### config.mk
export PLATFORM = sky130hd
export DESIGN_NAME = audio_nios_key_pio_in
export DESIGN_NICKNAME = d
export VERILOG_FILES = /design/src/rtl/audio_nios_key_pio_in.sv
export SDC_FILE = /design/constraint.sdc
export NUM_CORES = 1
export LEC_CHECK = 0
export CORE_MARGIN = 2
export CORE_UTILIZATION = 57
export CTS_BUF_LIST = sky130_fd_sc_hd__clkbuf_16
export DETAILED_ROUTE_END_ITERATION = 8
export GPL_ROUTABILITY_DRIVEN = 0
export GPL_TIMING_DRIVEN = 0
export PLACE_DENSITY = 0.85
export SLEW_MARGIN = 40
export SYNTH_ARGS = -nofsm -noshare
export SYNTH_HDL_FRONTEND = slang
export SYNTH_SLANG_ARGS = --single-unit
### constraint.sdc
create_clock -name clk -period 4.21 [get_ports clk]
set_input_delay 0.6315 -clock clk [delete_from_list [all_inputs] [get_ports clk]]
set_output_delay 0.6315 -clock clk [all_outputs]
set_load 0.03 [all_outputs]
### src/rtl/audio_nios_key_pio_in.sv
// Avalon-MM input PIO for the DE-series keys/switches: synchronise, debounce,
// capture edges per bit and raise a maskable interrupt to the Nios II.
module audio_nios_key_pio_in #(
  parameter int WIDTH           = 4,
  parameter int DEBOUNCE_CYCLES = 50000,
  parameter int EDGE_TYPE       = 1,
  parameter int IDLE_LEVEL      = 1
) (
  input  logic              clk,
  input  logic              reset_n,
  input  logic [1:0]        address,
  input  logic              chipselect,
  input  logic              write_n,
  input  logic [31:0]       writedata,
  input  logic [WIDTH-1:0]  in_port,
  output logic [31:0]       readdata,
  output logic              irq
);

  localparam logic [WIDTH-1:0] IDLE = (IDLE_LEVEL != 0) ? '1 : '0;

  logic [WIDTH-1:0] sync1, sync2, deb, prev;
  logic [WIDTH-1:0] irq_mask, edge_capture;
  logic [WIDTH-1:0] rise, fall, evt, clr;
  logic [31:0]      rd_mux;
  logic             wr_en;
  logic             unused_wdata;

  // Only the low WIDTH bits of writedata carry register content.
  assign unused_wdata = ^writedata;

  always_ff @(posedge clk or negedge reset_n) begin
    if (!reset_n) begin
      sync1 <= IDLE;
      sync2 <= IDLE;
    end else begin
      sync1 <= in_port;
      sync2 <= sync1;
    end
  end

  generate
    if (DEBOUNCE_CYCLES == 0) begin : g_no_debounce
      always_ff @(posedge clk or negedge reset_n) begin
        if (!reset_n) deb <= IDLE;
        else          deb <= sync2;
      end
    end else begin : g_debounce
      localparam int CNT_W = $clog2(DEBOUNCE_CYCLES + 1);
      localparam logic [CNT_W-1:0] CNT_MAX = CNT_W'(DEBOUNCE_CYCLES - 1);
      logic [CNT_W-1:0] cnt [WIDTH];

      // A bit only follows sync2 after it has disagreed with deb for
      // DEBOUNCE_CYCLES consecutive cycles; any agreement restarts the count.
      always_ff @(posedge clk or negedge reset_n) begin
        if (!reset_n) begin
          deb <= IDLE;
          for (int i = 0; i < WIDTH; i++) cnt[i] <= '0;
        end else begin
          for (int i = 0; i < WIDTH; i++) begin
            if (sync2[i] == deb[i]) begin
              cnt[i] <= '0;
            end else if (cnt[i] == CNT_MAX) begin
              deb[i] <= sync2[i];
              cnt[i] <= '0;
            end else begin
              cnt[i] <= cnt[i] + 1'b1;
            end
          end
        end
      end
    end
  endgenerate

  assign rise = deb & ~prev;
  assign fall = ~deb & prev;

  always_comb begin
    evt = '0;
    case (EDGE_TYPE)
      0:       evt = rise;
      1:       evt = fall;
      default: evt = rise | fall;
    endcase
  end

  assign wr_en = chipselect && !write_n;
  assign clr   = (wr_en && address == 2'd3) ? writedata[WIDTH-1:0] : '0;

  // New events are OR-ed in after the clear so a same-cycle set always wins.
  always_ff @(posedge clk or negedge reset_n) begin
    if (!reset_n) begin
      prev         <= IDLE;
      irq_mask     <= '0;
      edge_capture <= '0;
    end else begin
      prev         <= deb;
      edge_capture <= (edge_capture & ~clr) | evt;
      if (wr_en && address == 2'd2) irq_mask <= writedata[WIDTH-1:0];
    end
  end

  always_comb begin
    rd_mux = '0;
    case (address)
      2'd0:    rd_mux[WIDTH-1:0] = deb;
      2'd2:    rd_mux[WIDTH-1:0] = irq_mask;
      2'd3:    rd_mux[WIDTH-1:0] = edge_capture;
      default: rd_mux = '0;
    endcase
  end

  always_ff @(posedge clk or negedge reset_n) begin
    if (!reset_n) readdata <= '0;
    else          readdata <= rd_mux;
  end

  assign irq = |(edge_capture & irq_mask);

endmodule

==> flow_summary_export.csv <==
group,metric,value,unit
status,status,"finished, final reports clean",
critical_path,arrival,1.65,ns
detailed_routing,wl_per_cell,13.00,um
critical_path,start_kind,"register",
placed_design,port_buffers,16,
yosys,ys_ff_latch,92,
final_layout,antenna_cells,0,
final_layout,fin_util,0.6696,
critical_path,reg2reg_from,"g_debounce.cnt[0]",
final_layout,drive_above_1_share,0.1615,
global_routing,grt_max_degree,64,
timing,fin_crit_sh,0.5409,
final_layout,fin_cells,585,
clock_network,clkLatencyLatePin,0.34,ns
clock_network,post_cts_resized,0,
final_layout,nets,524,
die,die_h,91.92,um
timing,rsz0062_at_grt,"false",
clock_network,clockBufferDepth,2,
global_routing,grt_pass1_wl,13.46,mm
pwr,p_leak,2.173,nW
clock_network,clk_pin_slew,0.07,ns
yosys,ys_top_cells_by_count,"dfrtp_1, nor2_1, xnor2_1",
global_routing,overflow,0,
yosys,synthDistinctLibCells,37,
detailed_routing,ant_nets,0,
yosys,ys_warn_count,0,
clock_network,cts_hold_buf,0,
detailed_routing,drtIter0Drc,115,
clock_network,cts_tree,"built",
global_routing,grt_pass1_vias,3100,
die,io_pins,75,
placed_design,dpl.hpwl,5.387,mm
timing,slew_headroom,0.4339,
detailed_routing,post-route-drc-count,0,
critical_path,required,3.58,ns
clock_network,clkSinkCount,92,
yosys,synth.most_common_cell,"dfrtp_1",
timing,fmax,0.4391,GHz
run,maxCapViolations,0,
clock_network,numCtsBuffers,9,
critical_path,path_class,"reg -> out",
yosys,synth_top_area_share,0.4317,
critical_path,cp-end-kind,"primary output",
die,die_w,91.92,um
clock_network,post-cts-setup-buffers,0,
timing,finalCriticalPeriod,2.277,ns
yosys,synthArstFlopShare,1.000,
detailed_routing,vias_per_cell,5.207,
timing,slew_viol_final,0,
global_routing,grt_util_all_layers,0.1987,
detailed_routing,via_count,3046,
yosys,synth_cells,423,
yosys,synth_ff_type,"dfrtp_1",
clock_network,htree_levels,3,
timing,worst_pin_slew,0.8377,ns
critical_path,critPathLaunch,"irq_mask[0]",
min_path,hp-class,"in -> async",
timing,hold_viol,0,
yosys,synth_edf_count,0,
die,initial_core_util,0.5791,
final_layout,area_delta_synth_final,15.62,%
pwr,p_per_area,365.0,mW/mm^2
detailed_routing,drtPass1Iterations,4,
pwr,peakVddDrop,0.2419,mV
yosys,synth.area.top_cells,"dfrtp_1, dfstp_2, xnor2_1, nor2_1, buf_4",
die,coreArea,0.007607,sq mm
detailed_routing,routed_wl,7.604,mm
global_routing,antenna_found_initial,0,
timing,fin_skew,0.009677,ns
yosys,ys_seq_area_frac,0.5271,
die,rows,32,
critical_path,cp_max_fo,3,
yosys,synth_top_cell_by_area,"dfrtp_1",
placed_design,dp_cells,569,
yosys,synth_area,0.004405,sq mm
die,die-area,0.008448,sq mm
clock_network,cts_root_buf,"clkbuf_16",
timing,setup_violations,0,
yosys,synth.avg_cell_area,10.41,sq um
critical_path,r2r_cells,5,
registers in the layout (all words and copies together), names as in the netlist:
name            cells
g_debounce.cnt     64
deb                 4
edge_capture        4
irq_mask            4
prev                4
readdata            4
sync1               4
sync2               4
report_power, final:
part | switching (W) | internal (W) | total (W)
logic | 0.000109 | 0.0000738 | 0.000182
registers | 0.0000253 | 0.000921 | 0.000946
clock network | 0.000333 | 0.000398 | 0.000731
total | 0.000467 | 0.00139 | 0.00186
metal layers:
metal	vias up	global-route usage	part of all wire
met4	0	0.09328	0.022
met5	-	0	0
met2	72	0.3425	0.50
li1	1483	-	-
met1	1475	0.2446	0.44
met3	16	0.03287	0.034
worst max-delay path: stages, from the launching register on:
cell and delay, ns:
dfrtp_1 0.40, a22oi_1 0.20, nand2_1 0.11, clkdlybuf4s50_1 0.61
placed cells by master, fill, tap and decap left out, drive strengths merged, types with 11 or more instances in the layout:
master         Yosys  layout
dfrtp             76      76
nor2              75      75
xnor2             45      45
buf               32      34
nand3             30      30
conb               1      28
nand2             22      22
inv               16      18
nor4              17      17
dfstp             16      16
xor2              15      15
clkdlybuf4s50      0      15
nand4             14      14
clkbuf             3      12
nor3              11      11
final timing paths:
path / endpoint / slack, ns
min: g_debounce.cnt[4] / 0.15
min in group clk: sync2[2] / 0.36
min reg2reg: sync2[2] / 0.36
max reg2reg: g_debounce.cnt[14] / 2.20
max in group asynchronous: sync1[0] / 3.43
max: irq / 1.93
kinds of logic (layout without fill, tap and decap cells):
| family | Yosys count | after routing | synth area share |
|---|---|---|---|
| DFF | 92 | 92 | 0.5271 |
| AOI/OAI and AO/OA | 13 | 13 | 0.02698 |
| adders and majority gates | 4 | 4 | 0.01136 |
| and+or+nand+nor | 190 | 190 | 0.2127 |
| buffers and inverters | 51 | 84 | 0.07129 |
| muxes | 12 | 12 | 0.03039 |
| other | 1 | 28 | 0.0008512 |
| xor gates and xnor gates | 60 | 60 | 0.1193 |
through the flow:
step	setup WS, ns	TNS, ns	hold WS, ns	total power, W	instance area (sq um)
after floorplan	2.340	0	0.3359	0.001078	4507
after global placement	-0.6446	-48.65	0.3461	0.001136	4795
after detailed placement	1.819	0	0.3472	0.001145	4823
after CTS	1.932	0	0.1584	0.001874	5094
after global routing	1.898	0	0.1674	0.001925	5094
final	1.933	0	0.1530	0.001859	5094
layout make-up:
| type | instances | area [sq um] |
|---|---|---|
| clock inverters | 7 | 45.04 |
| fillers | 570 | 2514 |
| inverters | 16 | 60.06 |
| multi-input cells | 307 | 1871 |
| clock buffers | 9 | 225.2 |
| plain buffers | 35 | 254.0 |
| flip-flops and latches | 92 | 2322 |
| well taps | 102 | 127.6 |
| repair buffers | 17 | 188.9 |
Note: power is estimated with default switching activity, not from simulation.
